File: config.mk
export PLATFORM = sky130hd
export DESIGN_NAME = stopwatch_button_frontend
export DESIGN_NICKNAME = d
export VERILOG_FILES = /design/src/rtl/stopwatch_button_frontend.sv
export SDC_FILE = /design/constraint.sdc
export NUM_CORES = 1
export LEC_CHECK = 0
export CAP_MARGIN = 10
export CORE_ASPECT_RATIO = 0.8
export CORE_MARGIN = 2
export CORE_UTILIZATION = 62
export CTS_CLUSTER_SIZE = 10
export DETAILED_ROUTE_END_ITERATION = 8
export GPL_TIMING_DRIVEN = 1
export PLACE_DENSITY = 0.89
export SYNTH_ARGS = -nofsm -noshare
export SYNTH_HDL_FRONTEND = slang
export SYNTH_SLANG_ARGS = --single-unit
export TNS_END_PERCENT = 30
File: constraint.sdc
create_clock -name i_clock -period 2.3 [get_ports i_clock]
set_input_delay 0.46 -clock i_clock [delete_from_list [all_inputs] [get_ports i_clock]]
set_output_delay 0.46 -clock i_clock [all_outputs]
set_load 0.01 [all_outputs]
File: src/rtl/stopwatch_button_frontend.sv
// Button front end for the stopwatch: synchronises, debounces and edge-detects
// the run/halt/reset push-buttons into single-cycle, priority-resolved commands.
module stopwatch_button_frontend #(
    parameter int DEBOUNCE_CYCLES = 1000000,
    parameter int CNT_W           = $clog2(DEBOUNCE_CYCLES + 1)
) (
    input  logic i_clock,
    input  logic i_async_rst_n,
    input  logic i_btn_run,
    input  logic i_btn_halt,
    input  logic i_btn_reset,
    output logic o_trigger_run,
    output logic o_trigger_halt,
    output logic o_soft_reset,
    output logic o_any_held
);

    localparam logic [1:0] ST_IDLE         = 2'd0;
    localparam logic [1:0] ST_PRESS_WAIT   = 2'd1;
    localparam logic [1:0] ST_HELD         = 2'd2;
    localparam logic [1:0] ST_RELEASE_WAIT = 2'd3;

    localparam logic [CNT_W-1:0] CNT_MAX = CNT_W'(DEBOUNCE_CYCLES);
    localparam logic [CNT_W-1:0] CNT_ONE = CNT_W'(1);

    // Bit order everywhere: [0]=run, [1]=halt, [2]=reset.
    logic [2:0]       btn_raw;
    logic [2:0]       sync_q1;
    logic [2:0]       sync_q2;
    logic [1:0]       state_q [3];
    logic [1:0]       state_d [3];
    logic [CNT_W-1:0] cnt_q   [3];
    logic [CNT_W-1:0] cnt_d   [3];
    logic [2:0]       press_req;
    logic             held_any;

    assign btn_raw = {i_btn_reset, i_btn_halt, i_btn_run};

    always_ff @(posedge i_clock or negedge i_async_rst_n) begin
        if (!i_async_rst_n) begin
            sync_q1 <= '0;
            sync_q2 <= '0;
        end else begin
            sync_q1 <= btn_raw;
            sync_q2 <= sync_q1;
        end
    end

    always_comb begin
        press_req = '0;
        held_any  = 1'b0;
        for (int unsigned i = 0; i < 3; i++) begin
            state_d[i] = state_q[i];
            cnt_d[i]   = cnt_q[i];
            if (state_q[i] == ST_HELD || state_q[i] == ST_RELEASE_WAIT) begin
                held_any = 1'b1;
            end
            case (state_q[i])
                ST_IDLE: begin
                    if (sync_q2[i]) begin
                        state_d[i] = ST_PRESS_WAIT;
                        cnt_d[i]   = CNT_ONE;
                    end
                end
                ST_PRESS_WAIT: begin
                    if (!sync_q2[i]) begin
                        state_d[i] = ST_IDLE;
                        cnt_d[i]   = '0;
                    end else if (cnt_q[i] == CNT_MAX) begin
                        state_d[i]   = ST_HELD;
                        cnt_d[i]     = '0;
                        press_req[i] = 1'b1;
                    end else begin
                        cnt_d[i] = cnt_q[i] + CNT_ONE;
                    end
                end
                ST_HELD: begin
                    if (!sync_q2[i]) begin
                        state_d[i] = ST_RELEASE_WAIT;
                        cnt_d[i]   = CNT_ONE;
                    end
                end
                ST_RELEASE_WAIT: begin
                    if (sync_q2[i]) begin
                        state_d[i] = ST_HELD;
                        cnt_d[i]   = '0;
                    end else if (cnt_q[i] == CNT_MAX) begin
                        state_d[i] = ST_IDLE;
                        cnt_d[i]   = '0;
                    end else begin
                        cnt_d[i] = cnt_q[i] + CNT_ONE;
                    end
                end
                default: begin
                    state_d[i] = ST_IDLE;
                    cnt_d[i]   = '0;
                end
            endcase
        end
    end

    always_ff @(posedge i_clock or negedge i_async_rst_n) begin
        if (!i_async_rst_n) begin
            for (int unsigned i = 0; i < 3; i++) begin
                state_q[i] <= ST_IDLE;
                cnt_q[i]   <= '0;
            end
        end else begin
            for (int unsigned i = 0; i < 3; i++) begin
                state_q[i] <= state_d[i];
                cnt_q[i]   <= cnt_d[i];
            end
        end
    end

    // Fixed priority reset > halt > run; losing requests are simply dropped.
    always_ff @(posedge i_clock or negedge i_async_rst_n) begin
        if (!i_async_rst_n) begin
            o_soft_reset   <= 1'b0;
            o_trigger_halt <= 1'b0;
            o_trigger_run  <= 1'b0;
            o_any_held     <= 1'b0;
        end else begin
            o_soft_reset   <= press_req[2];
            o_trigger_halt <= press_req[1] & ~press_req[2];
            o_trigger_run  <= press_req[0] & ~press_req[1] & ~press_req[2];
            o_any_held     <= held_any;
        end
    end

endmodule

==> results.md, run 1 <==
* Post-Layout Cell Count at 530
* GRT Total Usage at approximately a quarter
* Num CTS Buffers at 9
* Synth async-reset ratio at 100.0%
* Clock network power share at 29.6%
* Postcts setup bufs at 0
* Post-Syn Area per Cell at 9.425 sq um
* Dominant cell type by area after synthesis: dfrtp_1
* Power Density at 786.7 nW/um^2
* Fin crit share at between 90% and 100%
* Leak pwr at 1.900 nW
* TritonCTS clock tree: done
* Final setup viols at 0
* Worst-path clk slew at 80 ps
* Top-count cell post-synth: dfrtp_1
* Vias in the first global route at 3,157
* DRC Markers at 0
* Placer Congestion at 0.8765
* H-tree depth at 3
* Final hold vios at 0
* FF-to-FF Start: cnt_q[0]
* Synth warnings at 0
* Synth area leaders: dfrtp_1 (47%), a31oi_1 (5.0%), nand3_1 (4.2%), a21oi_1 (4.1%), nand2_1 (3.9%)
* Unique masters post-synth at 52
* Post-synth top area share at 47.37%
* Measured slew at the worst slew-check pin at 715.4 ps
* Int Power at 2.307 mW
* Max Cap Viol at 0
* P&R area growth vs syn at 10.63%
* Worst min path class: in2async
* Critical Path RT at approximately 2600 ps
* Clock Sinks at 76
* Setup crit start kind: flip-flop
* Vias per cell at 6.496
* Status: finished, final reports clean
* Sequential power share at 45.0%
* Antenna violations before repair at 0
* Mapped Nets at approximately 440
* IO Pins at 9
* Seq/Total Area, Yosys at 47.37%
* Crit Reg-Reg Endpoint: cnt_q[11]
* ANT cells at 0
* Row cnt at 26
* Worst reg2reg path depth at 8
* Number of synthesized flops with an enable pin at 0
* Largest net degree at the start of global routing at 55
* Die height at 75.98 um
* Number of synthesized register bits at 76
* Post-DP HPWL at 5.808 mm
* Drt initial violations at 281
* Worst-Skew Late Latency at 350 ps
* CP delay by family, top: compound AO/OA/AOI/OAI gates
* Drt wl/cell at between 15 and 20 um
* RSZ-0062 raised after global routing: no
* Crit path max-delay cell type: dfrtp_1
* Psw at 1.187 mW
* Worst-path maximum fanout at 13
* Switching portion of total power at between 30% and 40%
* Crit path kind: reg2reg
* Longest Clk Path Bufs at 2
* Register-to-Register Setup Slack at ~230 ps
* Initial DRT Pass Iterations at 5
* Crit path buffers/inverters at 2
* Dpl cells at 514
* Nets at 452
* Grt total ovfl at 0
* Top_reg_cell synth: dfrtp_1
* First-pass GRT wire length at roughly 15 mm
* Biggest cell delay along the critical path at 420 ps
* Post-route ant nets at 0
* Minimum clock period at 2071 ps
* Core area at about 6300 sq um
* Post-synth top cells: dfrtp_1 (76), nand2_1 (42), nand3_1 (34)
* Mapped cell area at 4015 sq um
* Drt total wl at 8.573 mm
* Buffers on Ports at 8
* Worst Skew at 8.757 ps
* Total power at 3.494 mW
* Via count at 3,443
* Min Hold Slack at 0.7869 ps
* Initial Util at 63.62%
* Slew headroom at roughly 52%
* Gate power share at 25.4%
* Final setup TNS at 0 ps
* Die width at 93.97 um
* Fmax at 0.4829 GHz
* WP data arrival at about 2300 ps
* DIE AREA at 7140 sq um
* Syn Inst Count at 426
* Critical path, cell by cell: inv_1, ha_1, nand2_1, nor4_1, a31oi_2, buf_4, a21o_1, a22o_1
* Ratio of cells with drive above 1 in the final layout at 10.99%
* Final Max Slew Viols at 0
* Crit end category: flip-flop
* Final core occ at 70.38%
* IR drop worst, VDD at 0.0004967 V
* Clock root cell: clkbuf_8
==> what timing repair did <==
item | 4_1_cts | 5_1_grt
resized for setup | 0 | 1
hold buffers | 0 | 0
setup endpoints to repair | 0 | 7
==> layout by cell type (no fill, tap or decap), drive strengths merged, types with 10 or more instances in the layout <==
| master | instances |
|---|---|
| dfrtp | 76 |
| nand2 | 42 |
| nand3 | 34 |
| a21oi | 34 |
| a31oi | 33 |
| nor2 | 24 |
| inv | 18 |
| o21ai | 16 |
| buf | 15 |
| nand4 | 13 |
| nor3 | 12 |
| a21o | 10 |
==> cell families after synthesis <==
kind of cell,count (synthesis),share of synthesized area (%)
xor+xnor,8,1.745
mux,9,2.337
fa+ha+maj,6,1.870
compound gates,119,18.98
buf+inv,33,3.646
flops,76,47.37
simple gates,175,24.06
==> worst max-delay path by stage <==
stage	from	to	depth (start not counted)
2_1_floorplan	cnt_q[52]	cnt_q[44]	6
3_3_place_gp	cnt_q[49]	cnt_q[55]	6
3_5_place_dp	cnt_q[49]	cnt_q[55]	6
4_1_cts	cnt_q[41]	cnt_q[55]	8
5_1_grt	cnt_q[1]	cnt_q[11]	8
6_report	cnt_q[0]	cnt_q[11]	8
==> area by class of cell <==
| class | count | area (sq um) |
|---|---|---|
| repair buffers | 22 | 195.2 |
| fillers | 461 | 1869 |
| flip-flops and latches | 76 | 1902 |
| inverters | 15 | 56.30 |
| clock buffers | 9 | 123.9 |
| clock inverters | 7 | 81.33 |
| well taps | 84 | 105.1 |
| multi-input cells | 317 | 1978 |
==> state kept, by name (all words and copies together), names as in the netlist, named ones only <==
name and flops:
cnt_q 60, o_any_held 1, o_soft_reset 1, o_trigger_halt 1
o_trigger_run 1, state_q 3, sync_q1 3, sync_q2 3
==> metal layers <==
| metal | share of wire [%] | track usage, % | up-vias | wire [um] |
|---|---|---|---|---|
| li1 | - | - | 1614 | - |
| met1 | 45 | 36.22 | 1684 | 3867 |
| met2 | 48 | 40.00 | 128 | 4073 |
| met3 | 5.6 | 7.023 | 17 | 480 |
| met4 | 1.8 | 7.246 | 0 | 152 |
| met5 | 0 | 0 | - | 0 |
==> per-stage QoR <==
step	worst slack (ps)	instance area [sq um]
after global routing	78.94	4442
final	229.1	4442
after global placement	205.1	4229
after CTS	87.81	4434
after detailed placement	144.1	4229
after floorplan	492.8	4015
==> worst reg2reg max path: cells and delay by family (launching register included) <==
kind	cells	cell delay, ps
fa+ha+maj	1	160
buf+inv	2	370
simple gates	2	370
compound gates	3	650
flops	1	420
==> power by group through the flow <==
stage | logic [mW] | registers [mW] | clock network, mW
2_1_floorplan | 0.608 | 1.58 | 0
3_3_place_gp | 0.832 | 1.58 | 0
3_5_place_dp | 0.874 | 1.60 | 0
4_1_cts | 0.881 | 1.57 | 1.06
5_1_grt | 0.984 | 1.59 | 1.12
6_report | 0.888 | 1.57 | 1.04
(Power assumes the default switching activity.)
==> run 2, diff against run 1 <==
CTS_CLUSTER_SIZE = unset   (was 10)
GPL_TIMING_DRIVEN = 0   (was 1)
==> run 2 against run 1 <==
Net effect:
- critical path depth increased by 1
- global-route usage increased by 0.95 points
- first-iteration DRC count increased by 12%
- power decreased by 0.77%
- sequential share of layout area increased by 0.23 points
- flip-flop and latch count unchanged
==> results.md, run 2 (synthesized netlist as in run 1, its figures left out) <==
* Critical Path Source: cnt_q[20]
* Vias per cell at 6.568 (+1.1%)
* IR drop worst, VDD at 0.0007453 V (+50%)
* Num CTS Buffers at 9 (unchanged)
* Fin crit share at 93.85% (+3.8 points)
* Commonest non-fill, non-tap cell in the layout: dfrtp_1
* Post-route ant nets at 0 (unchanged)
* Register name with the most flops: cnt_q
* TritonCTS clock tree: done
* Initial Util at 63.62% (unchanged)
* Measured slew at the worst slew-check pin at 774.5 ps (+59.10 ps)
* Quantity of gates resized following cts at 0 (unchanged)
* Final Max Slew Viols at 0 (unchanged)
* Register-to-Register Setup Slack at 140 ps (-90 ps)
* Die height at 75.98 um (unchanged)
* Worst-path maximum fanout at 10 (-3)
* Power Density at 784.9 nW/um^2 (-0.23%)
* FF-to-FF Start: cnt_q[20]
* Post-DP HPWL at 6.097 mm (+5.0%)
* Ratio of cells with drive above 1 in the final layout at 10.42% (-0.57 points)
* Leak pwr at 1.890 nW (-0.54%)
* Longest Clk Path Bufs at 2 (unchanged)
* Crit end category: flip-flop
* Crit path to: cnt_q[28]
* Grt total ovfl at 0 (unchanged)
* WP data arrival at 2420 ps (+100 ps)
* Core area at 6311 sq um (unchanged)
* Crit Reg-Reg Endpoint: cnt_q[28]
* Buffers on Ports at 8 (unchanged)
* Minimum clock period at 2159 ps (+87.73 ps)
* Worst Skew at 7.782 ps (-0.9756 ps)
* Antenna violations before repair at 0 (unchanged)
* Drt initial violations at 315 (+12%)
* Crit path kind: reg2reg
* Worst-path clk slew at 80 ps (about the same)
* Drt wl/cell at 16.84 um (+4.1%)
* DIE AREA at 7140 sq um (unchanged)
* DRC Markers at 0 (unchanged)
* Vias in the first global route at 3,298 (+4.5%)
* RSZ-0062 raised after global routing: no
* Worst Setup Slack, final at 141.3 ps (-87.73 ps)
* Clock root cell: clkbuf_8
* Initial DRT Pass Iterations at 5 (unchanged)
* Final core occ at 70.00% (-0.38 points)
* Largest net degree at the start of global routing at 50 (-9.1%)
* Setup crit start kind: flip-flop
* Final setup viols at 0 (unchanged)
* Commonest cells after routing, fill and taps aside: dfrtp_1 (76), nand2_1 (42), nand3_1 (34), a21oi_1 (33), a31oi_1 (32)
* Via count at 3,514 (+2.1%)
* Slew headroom at 48.18% (-4.0 points)
* Hold buffers post-CTS at 0 (unchanged)
* Worst reg2reg path depth at 9 (+1)
* Worst-Skew Late Latency at 350 ps (about the same)
* P&R area growth vs syn at 10.03%
* Placer Congestion at 0.8528 (-2.7%)
* GRT Total Usage at 26.82% (+0.95 points)
* ANT cells at 0 (unchanged)
* Max reg flops at 60 (unchanged)
* H-tree depth at 3 (unchanged)
* Final hold vios at 0 (unchanged)
* Clock Sinks at 76 (unchanged)
* Die width at 93.97 um (unchanged)
* Place WS at 183.7 ps (+39.66 ps)
* Max Cap Viol at 0 (unchanged)
* Fmax at 0.4633 GHz (-4.1%)
* Postcts setup bufs at 0 (unchanged)
* Worst min path class: in2async
* Row cnt at 26 (unchanged)
* IO Pins at 9 (unchanged)
* Drt total wl at 9.010 mm (+5.1%)
* Status: finished, final reports clean
* First-pass GRT wire length at 15.30 mm (+3.4%)
* Nets at 457 (+1.1%)
* Critical Path RT at 2560 ps (about the same)
run 2: cell types whose count changed in the layout (fill, tap and decap cells not counted), sizes merged:
cell	before	now
inv	18	15
buf	15	16
clkinvlp	1	4
clkbuf	9	14
clkinv	2	1
run 2: area by class of cell:
| cell class | count | area (sq um) |
|---|---|---|
| Buffer | 18 | 90.09 |
| Inverter | 15 | 56.30 |
| Multi-Input combinational cell | 317 | 1967 |
| Fill cell | 459 | 1893 |
| Tap cell | 84 | 105.1 |
| Clock inverter | 6 | 65.06 |
| Sequential cell | 76 | 1902 |
| Clock buffer | 10 | 127.6 |
| Timing Repair Buffer | 9 | 105.1 |
run 2: how the worst min path moves through the flow:
stage	end	from	slack, ps	cells after the start
CTS	cnt_q[42]	i_async_rst_n	40	1
floorplan	asynchronous set/reset pin	i_async_rst_n	160	0
detailed placement	sync_q2[0]	sync_q1[0]	340	0
global placement	sync_q2[0]	sync_q1[0]	330	0
global route	cnt_q[54]	i_async_rst_n	60	1
finish	cnt_q[45]	i_async_rst_n	40	1
run 2: power breakdown:
group	total (mW)	internal (mW)	switching, mW
combinational	0.889	0.318	0.571
sequential	1.58	1.45	0.134
clock	0.998	0.499	0.499
total	3.47	2.26	1.20
run 2: per-stage QoR:
step	power, mW	std cells	instance area [sq um]	hold WS [ps]	setup TNS [ps]
detailed placement	2.473	519	4225	335.6	0
global placement	2.409	518	4200	331.9	-141600
global route	3.663	535	4418	56.01	0
finish	3.467	535	4418	36.39	0
CTS	3.469	535	4418	39.60	0
floorplan	2.186	426	4015	164.4	0
run 2: worst max-delay path, stage by stage, from the launching register on:
cell and delay, ps:
dfrtp_1 400, inv_1 90, ha_1 220, nor4bb_1 140, and3_1 200, a21oi_1 160, buf_2 250, buf_2 270
o21ai_0 140, a31oi_1 210
run 2: layer usage:
metal | share of wire [%] | GRT usage [%] | up-vias
li1 | - | - | 1628
met5 | 0 | 0 | -
met4 | 2.2 | 10.72 | 0
met3 | 6.4 | 5.935 | 26
met2 | 47 | 41.71 | 173
met1 | 44 | 36.79 | 1687
==> run 3, diff against run 2 <==
CORE_UTILIZATION = 65   (was 62)
PLACE_DENSITY = 0.92   (was 0.89)
clock period = 2.8 ns   (was 2.3 ns; I/O delays follow)
==> run 3 against run 2 <==
Net effect:
- global-route usage is 2.1 points higher
- final cell count fell by 0.56%
- core utilization is 4.8 points higher
- critical endpoint unchanged
- largest power group unchanged
==> results.md, run 3 (synthesized netlist as in run 1, its figures left out) <==
* Status: finished, final reports clean
* Antenna violations before repair at 0 (unchanged)
* Final setup viols at 0 (unchanged)
* Die width at 91.87 um (-2.2%)
* Core area at 5943 sq um (-5.8%)
* Sequential power share at 43.5% (-2.1 points)
* Post-route ant nets at 0 (unchanged)
* Worst-path clk slew at 80 ps (about the same)
* Gate power share at 24.8% (-0.8 points)
* ANT cells at 0 (unchanged)
* Min Hold Slack at 74.64 ps (+38.24 ps)
* Fmax at 0.4559 GHz (-1.6%)
* RSZ-0062 raised after global routing: no
* Ratio of cells with drive above 1 in the final layout at 10.64% (+0.22 points)
* Leak pwr at 1.915 nW (+1.4%)
* IO Pins at 9 (unchanged)
* Postcts setup bufs at 0 (unchanged)
* Minimum clock period at 2194 ps (+34.97 ps)
* Critical Path RT at 3070 ps (+510 ps)
* Final Max Slew Viols at 0 (unchanged)
* Via count at 3,514 (unchanged)
* FF-to-FF Start: cnt_q[20]
* Buffers on Ports at 8 (unchanged)
* IR drop worst, VDD at 0.0004022 V (-46%)
* Drt wl/cell at 17.12 um (+1.7%)
* Commonest cells after routing, fill and taps aside: dfrtp_1 (76), nand2_1 (42), nand3_1 (34), a21oi_1 (33), a31oi_1 (32)
* Row cnt at 25 (-3.8%)
* WP data arrival at 2470 ps (+50 ps)
* Quantity of gates resized following cts at 0 (unchanged)
* Setup crit start kind: flip-flop
* Measured slew at the worst slew-check pin at 752.2 ps (-22.31 ps)
* Vias in the first global route at 3,378 (+2.4%)
* Switching portion of total power at 34.69% (-0.035 points)
* Fin crit share at 78.34% (-16 points)
* Fillcell total at 394 (-14%)
* Largest net degree at the start of global routing at 59 (+18%)
* Worst-Skew Late Latency at 350 ps (about the same)
* Worst min path class: in2async
* Die height at 74.30 um (-2.2%)
* Commonest non-fill, non-tap cell in the layout: dfrtp_1
* Longest Clk Path Bufs at 2 (unchanged)
* P&R area growth vs syn at 10.69%
* Vias per cell at 6.605 (+0.56%)
* Post-DP HPWL at 6.032 mm (-1.1%)
* DIE AREA at 6825 sq um (-4.4%)
* DRC Markers at 0 (unchanged)
* Worst Skew at 7.005 ps (-0.7771 ps)
* Int Power at 1.958 mW (-13%)
* Grt total ovfl at 0 (unchanged)
* Register name with the most flops: cnt_q
* Max reg flops at 60 (unchanged)
* Hold buffers post-CTS at 0 (unchanged)
* Psw at 1.040 mW (-14%)
* Crit path kind: reg2reg
* Clock network power share at 31.6% (+2.8 points)
* Final hold vios at 0 (unchanged)
* Slew headroom at 49.67% (+1.5 points)
* Crit Reg-Reg Endpoint: cnt_q[28]
* Clock root cell: clkbuf_8
* H-tree depth at 3 (unchanged)
* Max Cap Viol at 0 (unchanged)
* First-pass GRT wire length at 15.68 mm (+2.5%)
* Register-to-Register Setup Slack at 610 ps (+470 ps)
* GRT Total Usage at 28.88% (+2.1 points)
* Place WS at 731.5 ps (+547.8 ps)
* Clock Sinks at 76 (unchanged)
* Num CTS Buffers at 9 (unchanged)
* Initial DRT Pass Iterations at 6 (+1)
* Placer Congestion at 0.9101 (+6.7%)
* Power Density at 674.5 nW/um^2 (-14%)
* Nets at 457 (unchanged)
* Drt initial violations at 341 (+8.3%)
* Crit end category: flip-flop
* Worst reg2reg path depth at 9 (unchanged)
* Drt total wl at 9.109 mm (+1.1%)
* TritonCTS clock tree: done
* Worst Setup Slack, final at 606.4 ps (+465.0 ps)
* Initial Util at 67.56% (+3.9 points)
* Worst-path maximum fanout at 10 (unchanged)
-- run 3: changes by cell type in the layout (fill, tap and decap cells not counted) --
| cell | delta |
|---|---|
| clkbuf_1 | -1 |
| bufinv_16 | +1 |
| clkinvlp_4 | -3 |
| clkinv_4 | +1 |
| inv_6 | +2 |
-- run 3: final cells by class --
type	count	area (sq um)	share of cell area [%]
Clock buffer	9	123.9	2.787
Inverter	15	56.30	1.267
Timing Repair Buffer	9	105.1	2.365
Tap cell	81	101.3	2.280
Multi-Input combinational cell	317	1967	44.26
Sequential cell	76	1902	42.79
Buffer	18	90.09	2.027
Clock inverter	7	98.84	2.224
-- run 3: power groups by stage --
stage	logic (mW)	registers (mW)	clock network, mW
after CTS	0.734	1.30	0.951
final	0.744	1.31	0.948
after floorplan	0.499	1.30	0
after global routing	0.824	1.32	0.994
after detailed placement	0.708	1.32	0
after global placement	0.661	1.31	0
-- run 3: through the flow --
step                      cell area [sq um]  std cells  power, mW  TNS, ps  utilization [%]
after detailed placement               4222        516      2.030        0            71.03
after global placement                 4197        515      1.972  -104820            70.61
after floorplan                        4015        426      1.796        0                -
after global routing                   4444        532      3.139        0            74.78
after CTS                              4444        532      2.986        0            74.78
final                                  4444        532      2.998        0            74.78
-- run 3: how the worst max path moves through the flow --
stage,startpoint,to,slack (ps),cells after the start
after CTS,cnt_q[20],cnt_q[39],650,9
final,cnt_q[20],cnt_q[28],610,9
after global routing,cnt_q[20],cnt_q[28],420,9
after floorplan,cnt_q[52],cnt_q[44],990,6
after detailed placement,cnt_q[20],cnt_q[38],730,6
after global placement,i_async_rst_n,cnt_q[26],-1380,1
-- run 3: per-layer routing --
layer / wire (um) / GRT usage, % / vias to the layer above
met5: 0 / 0 / -
met2: 4333 / 47.71 / 165
met4: 192 / 9.453 / 0
met1: 3881 / 38.21 / 1700
met3: 702 / 7.599 / 28
li1: - / - / 1621
-- run 3: worst max-delay path: stages (launching register included) --
cell and delay, ps:
dfrtp_1 390, inv_1 110, ha_1 220, nor4bb_1 140, and3_1 200, a21oi_1 200, buf_2 290, buf_2 280
o21ai_0 120, a31oi_1 180
